**src/rtl/ising_run_ctrl.sv**
```systemverilog
// ----------------------------------------------------------------------------
// ising_run_ctrl
// Sequences one annealing run on a register-mapped Ising core. It programs
// the cutoff and max registers and sets the start register. It then waits
// run_cycles cycles and reads back the phase of N spins, one read at a time.
// Finally it clears the start register and pulses done.
//
// Ports
//   clk, axi_rst            : sole clock; asynchronous active-high reset
//   start, abort            : run request (taken only in IDLE) / early stop
//   cfg_cutoff, cfg_max,
//   cfg_run_cycles          : run configuration, captured when start is taken
//   wready, wr_addr, wdata  : one-cycle register write strobe with addr/data
//   arvalid_q, araddr_q,
//   rready                  : read request (one cycle) and read-accept
//   rvalid, rresp, rdata    : read response; rresp=1 flags a slave error
//   busy, done              : not-idle indicator / one-cycle completion pulse
//   phase_out               : spin phases (rdata[0] of each read)
//   err_timeout, err_resp   : sticky error flags for the last run
// ----------------------------------------------------------------------------
module ising_run_ctrl #(
    parameter int          N               = 3,
    parameter int          RD_TIMEOUT      = 16,
    parameter logic [31:0] CTR_CUTOFF_ADDR = 32'h0000_0000,
    parameter logic [31:0] CTR_MAX_ADDR    = 32'h0000_0004,
    parameter logic [31:0] START_ADDR      = 32'h0000_0008,
    parameter logic [31:0] PHASE_ADDR_BASE = 32'h0000_0100
) (
    input  logic         clk,
    input  logic         axi_rst,
    input  logic         start,
    input  logic         abort,
    input  logic [31:0]  cfg_cutoff,
    input  logic [31:0]  cfg_max,
    input  logic [31:0]  cfg_run_cycles,
    output logic         wready,
    output logic [31:0]  wr_addr,
    output logic [31:0]  wdata,
    output logic         arvalid_q,
    output logic [31:0]  araddr_q,
    output logic         rready,
    input  logic         rvalid,
    input  logic         rresp,
    input  logic [31:0]  rdata,
    output logic         busy,
    output logic         done,
    output logic [N-1:0] phase_out,
    output logic         err_timeout,
    output logic         err_resp
);

    localparam int IW = (N > 1) ? $clog2(N) : 1;
    localparam int TW = (RD_TIMEOUT > 1) ? $clog2(RD_TIMEOUT) : 1;
    localparam logic [IW-1:0] LAST_IDX = IW'(N - 1);
    localparam logic [TW-1:0] WAIT_MAX = TW'(RD_TIMEOUT - 1);

    localparam logic [3:0] S_IDLE      = 4'd0;
    localparam logic [3:0] S_WR_CUTOFF = 4'd1;
    localparam logic [3:0] S_WR_MAX    = 4'd2;
    localparam logic [3:0] S_WR_START  = 4'd3;
    localparam logic [3:0] S_RUN       = 4'd4;
    localparam logic [3:0] S_RD_REQ    = 4'd5;
    localparam logic [3:0] S_RD_WAIT   = 4'd6;
    localparam logic [3:0] S_WR_STOP   = 4'd7;
    localparam logic [3:0] S_DONE      = 4'd8;

    logic [3:0]    r_state;
    logic [31:0]   r_cutoff;
    logic [31:0]   r_max;
    logic [31:0]   r_run_cycles;
    logic [31:0]   r_cnt;
    logic [IW-1:0] r_idx;
    logic [TW-1:0] r_wait;
    logic [N-1:0]  r_phase;
    logic          r_err_timeout;
    logic          r_err_resp;

    logic [N-1:0]  w_bit_sel;
    logic [31:0]   w_araddr;
    logic          w_last;
    logic          w_unused;

    // One-hot select of the spin currently being read.
    genvar gi;
    generate
        for (gi = 0; gi < N; gi++) begin : g_sel
            assign w_bit_sel[gi] = (r_idx == IW'(gi));
        end
    endgenerate

    assign w_araddr = PHASE_ADDR_BASE + {{(30 - IW){1'b0}}, r_idx, 2'b00};
    assign w_last   = (r_idx == LAST_IDX);
    assign w_unused = ^rdata[31:1];

    always_ff @(posedge clk or posedge axi_rst) begin
        if (axi_rst) begin
            r_state       <= S_IDLE;
            r_cutoff      <= '0;
            r_max         <= '0;
            r_run_cycles  <= '0;
            r_cnt         <= '0;
            r_idx         <= '0;
            r_wait        <= '0;
            r_phase       <= '0;
            r_err_timeout <= 1'b0;
            r_err_resp    <= 1'b0;
        end else begin
            case (r_state)
                S_IDLE: begin
                    if (start) begin
                        r_cutoff      <= cfg_cutoff;
                        r_max         <= cfg_max;
                        r_run_cycles  <= cfg_run_cycles;
                        r_phase       <= '0;
                        r_err_timeout <= 1'b0;
                        r_err_resp    <= 1'b0;
                        r_state       <= S_WR_CUTOFF;
                    end
                end
                S_WR_CUTOFF: r_state <= abort ? S_WR_STOP : S_WR_MAX;
                S_WR_MAX:    r_state <= abort ? S_WR_STOP : S_WR_START;
                S_WR_START: begin
                    r_idx <= '0;
                    if (abort) begin
                        r_state <= S_WR_STOP;
                    end else if (r_run_cycles == 32'd0) begin
                        r_state <= S_RD_REQ;
                    end else begin
                        r_cnt   <= r_run_cycles;
                        r_state <= S_RUN;
                    end
                end
                S_RUN: begin
                    // r_cnt holds the cycles left including this one.
                    r_cnt <= r_cnt - 32'd1;
                    if (abort) begin
                        r_state <= S_WR_STOP;
                    end else if (r_cnt == 32'd1) begin
                        r_state <= S_RD_REQ;
                    end
                end
                S_RD_REQ: begin
                    r_wait  <= '0;
                    r_state <= abort ? S_WR_STOP : S_RD_WAIT;
                end
                S_RD_WAIT: begin
                    // Abort wins over a response arriving in the same cycle.
                    if (abort) begin
                        r_state <= S_WR_STOP;
                    end else if (rvalid || (r_wait == WAIT_MAX)) begin
                        if (rvalid) begin
                            r_phase <= (r_phase & ~w_bit_sel) | (w_bit_sel & {N{rdata[0]}});
                            if (rresp) begin
                                r_err_resp <= 1'b1;
                            end
                        end else begin
                            // Timed out: the phase bit keeps its cleared value.
                            r_err_timeout <= 1'b1;
                        end
                        if (w_last) begin
                            r_state <= S_WR_STOP;
                        end else begin
                            r_idx   <= r_idx + 1'b1;
                            r_state <= S_RD_REQ;
                        end
                    end else begin
                        r_wait <= r_wait + 1'b1;
                    end
                end
                S_WR_STOP: r_state <= S_DONE;
                S_DONE:    r_state <= S_IDLE;
                default:   r_state <= S_IDLE;
            endcase
        end
    end

    // Write channel is a pure decode of the state so it reads 0 during reset.
    always_comb begin
        wready  = 1'b0;
        wr_addr = '0;
        wdata   = '0;
        case (r_state)
            S_WR_CUTOFF: begin
                wready  = 1'b1;
                wr_addr = CTR_CUTOFF_ADDR;
                wdata   = r_cutoff;
            end
            S_WR_MAX: begin
                wready  = 1'b1;
                wr_addr = CTR_MAX_ADDR;
                wdata   = r_max;
            end
            S_WR_START: begin
                wready  = 1'b1;
                wr_addr = START_ADDR;
                wdata   = 32'd1;
            end
            S_WR_STOP: begin
                wready  = 1'b1;
                wr_addr = START_ADDR;
                wdata   = 32'd0;
            end
            default: ;
        endcase
    end

    assign arvalid_q   = (r_state == S_RD_REQ);
    assign araddr_q    = ((r_state == S_RD_REQ) || (r_state == S_RD_WAIT)) ? w_araddr : '0;
    assign rready      = (r_state == S_RD_WAIT);
    assign busy        = (r_state != S_IDLE);
    assign done        = (r_state == S_DONE);
    assign phase_out   = r_phase;
    assign err_timeout = r_err_timeout;
    assign err_resp    = r_err_resp;

endmodule

```
**config.mk**
```make
export PLATFORM = sky130hd
export DESIGN_NAME = ising_run_ctrl
export DESIGN_NICKNAME = d
export VERILOG_FILES = /design/src/rtl/ising_run_ctrl.sv
export SDC_FILE = /design/constraint.sdc
export NUM_CORES = 1
export LEC_CHECK = 0
export CORE_MARGIN = 2
export CORE_UTILIZATION = 30
export DETAILED_ROUTE_END_ITERATION = 8
export PLACE_DENSITY = 0.57
export SYNTH_ARGS = -nofsm -noshare
export SYNTH_HDL_FRONTEND = slang
export SYNTH_SLANG_ARGS = --single-unit
```
**constraint.sdc**
```tcl
create_clock -name clk -period 16.32 [get_ports clk]
set_clock_uncertainty 0.05 [all_clocks]
set_input_delay 4.08 -clock clk [delete_from_list [all_inputs] [get_ports clk]]
set_output_delay 4.08 -clock clk [all_outputs]
set_load 0.02 [all_outputs]
```
==> After elaboration in Yosys (flattened, before gate mapping) <==
Cells that the tools add are included.
{ "totals": {"reg_bits": 143, "in_bits": 134, "output_inout_bits": 106, "wordCells": 103} }
{ "classes": {"addsub": 4, "eq_ne": 24, "n_mux": 41, "bitwise": 4, "reduce_logical": 20} }
{ "op_table": {"columns": ["operator", "count"], "rows": [
  ["32-bit one-hot mux with 3 select lines", 1],
  ["32-bit 2-to-1 mux", 2],
  ["32-bit one-hot mux with 2 select lines", 1],
  ["32-bit by 1-bit == test with 1-bit output, second input constant", 1],
  ["32-bit logical NOT", 1],
  ["4-bit one-hot mux with 8 select lines", 1],
  ["32-bit by 1-bit subtractor with 32-bit output, second input constant", 1],
  ["4-bit 2-to-1 mux", 7],
  ["3-bit 2-to-1 mux", 6],
  ["4-bit by 3-bit == test with 1-bit output, second input constant", 4],
  ["4-bit one-hot mux with 2 select lines", 2],
  ["2-bit inequality test, second input constant", 7],
  ["1-bit 2-to-1 mux", 11],
  ["9-bit by 4-bit adder with 10-bit output, first input constant", 1],
  ["10-bit 2-to-1 mux", 1],
  ["2-bit 2-to-1 mux", 5],
  ["5-bit AND reduction", 2],
  ["3-bit AND reduction", 3],
  ["4-bit by 2-bit == test with 1-bit output, second input constant", 2],
  ["4-bit == test, second input constant", 2],
  ["2-bit nonzero test", 4],
  ["3-bit bitwise AND", 2],
  ["2-bit by 1-bit inequality test with 1-bit output, second input constant", 3],
  ["3-bit one-hot mux with 2 select lines", 1],
  ["20 further kinds", 22]
]} }

==> Longest topological paths before layout <==
{ "depth": {"depth_word": 8, "depth_mapped": 8, "depth_no_buf": 7} }

==> Worst setup path after synthesis <==
No wires, ideal clock.
{ "synth_timing": {"path_type": "register to output", "from": "register r_state[3]", "to": "output wdata[21]", "arrival_time_ps": 1755, "required_ps": 12190, "path_slack_ps": 10435, "stages_incl_launch_ff": 6, "cell_sequence": "dfrtp_1 -> buf_2 -> or2_1 -> nor2_1 -> clkbuf_1 -> a22o_1"} }
{ "synth_via": {"elab_chain_len": 2} }
{ "synth_rtl": {"columns": ["item", "line_no", "rtl"], "rows": [
  ["from (decl)", "67", "logic [3:0] r_state;"],
  ["from (signal assigned)", "120", "S_WR_CUTOFF: r_state <= abort ? S_WR_STOP : S_WR_MAX;"],
  ["from (signal assigned)", "121", "S_WR_MAX: r_state <= abort ? S_WR_STOP : S_WR_START;"],
  ["from (signal assigned)", "144", "r_state <= abort ? S_WR_STOP : S_RD_WAIT;"],
  ["4-bit by 2-bit == test with 1-bit output / 4-bit by 1-bit == test with 1-bit output (equally long branches)", "182", "case (r_state)"],
  ["32-bit one-hot mux with 3 select lines *", "182", null],
  ["to (decl)", "38", "output logic [31:0] wdata,"]
]} }
Every way passes the cells marked *; elsewhere a longest branch is shown, timed or not.

==> Worst setup path in the final report <==
{ "layout_timing": {"from": "register r_state[3]", "to": "output wdata[10]"} }
Same word-level chain as after synthesis.

==> results.json <==
{
  "rsz0062_at_grt": "false",
  "critPathMaxStageDelay_ns": 0.63,
  "synth_edf_count": 0,
  "worst_slew_pin_slew_ns": 1.04,
  "fp.dieW_um": 162,
  "p_leak_nw": 4.42,
  "post-place-cells": 1295,
  "dpl.hpwl_um": 13000,
  "detail_route.first_pass.iterations": 4,
  "cts_max_path_buffers": 2,
  "cts_tree": "yes",
  "num_rows": 57,
  "yosys-top-cells-area": "dfrtp_1 48%, nand2_1 16%, buf_4 6.0%",
  "yosysSeqAreaShare_pct": 48.1,
  "cts_sinks": 143,
  "yosys.area.top_type": "dfrtp_1",
  "grt_pass1_wl_um": 32600,
  "synth_compound_area_share_pct": 12.6,
  "nets": 1130,
  "hold_viol": 0,
  "period_needed_ns": 6.78,
  "antenna_left": 0,
  "antenna_found_initial": 0,
  "ys.flop_type": "dfrtp_1",
  "startpoint_type": "flop",
  "final_cells": 1327,
  "drv_cap": 0,
  "die_area_um2": 26100,
  "finalSetupTns_ns": 0,
  "worst-path-max-fanout": 32,
  "ys_async_sr_fraction_pct": 100,
  "crit_required_ns": 12.19,
  "hold_path.class": "flop to flop",
  "clk_latency_ns": 0.42,
  "r2r_slack_ns": 13.69,
  "syn_to_final_growth_pct": 28.9,
  "drtIter0Drc": 321,
  "drcViolationCount": 0,
  "vdd_drop_max_mv": 0.0726,
  "crit_buf_inv": 2,
  "path_clk_slew_ns": 0.07,
  "grt_overflow_total": 0,
  "yosysTopAreaCellShare_pct": 48.1,
  "vias_per_cell": 4.63,
  "max_freq_ghz": 0.148,
  "cpMaxStageDelayCell": "clkdlybuf4s50_1",
  "cp_cell_sequence": "or2_1 -> nor2_2 -> buf_4 -> a22o_1 -> clkdlybuf4s50_1",
  "first_global_vias": 6225,
  "synth-warning-count": 0,
  "synthCells": 860,
  "num_io_pins": 240,
  "ctsResizeCount": 0,
  "cts-buffers-inserted": 17,
  "grt_max_degree": 80,
  "yosys.area_share.simple_pct": 28.3,
  "post_cts_buffers": 0,
  "slew_headroom_pct": 31.0,
  "critical_path_arrival_ns": 2.65,
  "antenna_cells": 0,
  "die_h_um": 162,
  "coreArea_um2": 24300,
  "gp_congestion": 0.753,
  "portBuffers": 149,
  "syn_avg_cell_area_um2": 8.66,
  "synthXorXnorAreaFrac_pct": 0,
  "cts.htree.levels": 4,
  "yosysMostFrequentCell": "nand2_1",
  "cts_hold_buffers": 0,
  "track_usage_pct": 15.5,
  "slew_violations": 0,
  "synth_top_family_by_area": "simple AND/OR/NAND/NOR gates",
  "routed_wl_um": 19600,
  "place_ws_ns": 9.91,
  "status": "finished clean",
  "synth-seq-cells": 143,
  "synthAdderAreaFrac_pct": 1.01,
  "synthesis.area_um2": 7450,
  "initial_utilization_pct": 30.6,
  "critPathCaptureType": "primary output",
  "fin_crit_sh_pct": 41.5,
  "finalSetupViolCount": 0,
  "synth.distinct_cells": 64,
  "clockRootBuffer": "clkbuf_16",
  "muxShareOfSynthArea_pct": 0.538,
  "drive_gt1_share_pct": 6.98,
  "power_density_nw_per_um2": 175,
  "ys_top_cells_by_count": "312 x nand2_1, 143 x dfrtp_1, 60 x buf_4",
  "crit_type": "flop to primary output",
  "vias": 6138,
  "worst_slack_ns": 9.54,
  "wire_per_inst_um": 14.8,
  "crit_family": "buffers and inverters"
}
-- final timing paths --
| path | from | cells after the start | end |
|---|---|---|---|
| setup / recovery | r_state[3] | 5 | wdata[10] |
| hold / removal | r_max[0] | 2 | r_max[0] |
| setup reg to reg | r_run_cycles[14] | 6 | r_cnt[3] |
| hold reg to reg | r_max[0] | 2 | r_max[0] |
| max in group asynchronous | axi_rst | 3 | r_run_cycles[16] |
| min in group asynchronous | axi_rst | 2 | r_max[31] |
-- logic make-up after synthesis --
kind of cell / Yosys count
buffers and inverters: 119
AO/OA/AOI/OAI: 122
flip-flops: 143
other: 1
multiplexers: 4
AND/OR/NAND/NOR: 465
adder cells (fa/ha/maj): 6
-- tightest hold or removal path, delay by kind of cell (launching register included) --
family	cells	cell delay (ns)
flip-flops	1	0.34
AND/OR/NAND/NOR	2	0.11
-- layer usage --
layer	track usage (%)	routed length, um	up-vias	share of wire (%)
met3	5.80	1500	14	7.6
li1	-	-	3067	-
met2	25.3	9220	149	47
met1	19.6	8700	2908	44
met4	3.69	189	0	0.96
met5	0	0	-	0
-- layout make-up --
cell class | count | area [um^2]
clock inverters | 15 | 168
clock buffers | 17 | 425
multi-input cells | 656 | 3410
well taps | 324 | 405
repair buffers | 157 | 1550
fillers | 2479 | 14700
flip-flops and latches | 143 | 3580
inverters | 15 | 61.3
-- cells in the final DEF (no fill, tap or decap), types with 4 or more instances in the layout --
cell type | netlist | layout
and3_1 | 8 | 7
nor4_1 | 15 | 15
ha_1 | 6 | 6
o221a_2 | 6 | 6
a21oi_1 | 11 | 11
clkbuf_16 | 0 | 17
conb_1 | 1 | 59
mux2i_1 | 4 | 4
inv_8 | 0 | 6
nand4_1 | 6 | 6
nor2_1 | 53 | 51
and2_1 | 4 | 4
a22o_1 | 32 | 32
a31oi_1 | 5 | 5
clkdlybuf4s50_1 | 0 | 149
inv_1 | 14 | 13
nand2_1 | 312 | 312
buf_4 | 60 | 8
a211oi_1 | 10 | 10
nor3_1 | 26 | 26
inv_6 | 0 | 4
o21ai_0 | 19 | 19
dfrtp_1 | 143 | 143
nand3_1 | 8 | 7
-- metrics by stage --
step	hold slack, ns	cell area [um^2]	total power [mW]	utilization (%)
global placement	0.408	9010	1.29	37.0
floorplan	0.390	7660	1.08	-
detailed placement	0.413	9010	1.30	37.0
finish	0.424	9600	1.68	39.5
CTS	0.429	9600	1.70	39.5
global route	0.441	9600	1.81	39.5
-- power by group --
group | total (mW) | switching [mW] | internal, mW
logic | 0.619 | 0.348 | 0.270
clock network | 0.388 | 0.182 | 0.206
registers | 0.670 | 0.156 | 0.514
-- flip-flops by register name, indices dropped and copies added (netlist names) --
name,count
phase_out,3
r_run_cycles,32
r_cnt,32
err_resp,1
r_idx,2
r_state,4
err_timeout,1
r_cutoff,32
r_max,32
r_wait,4
No activity file was read; power rests on OpenSTA's default activity.
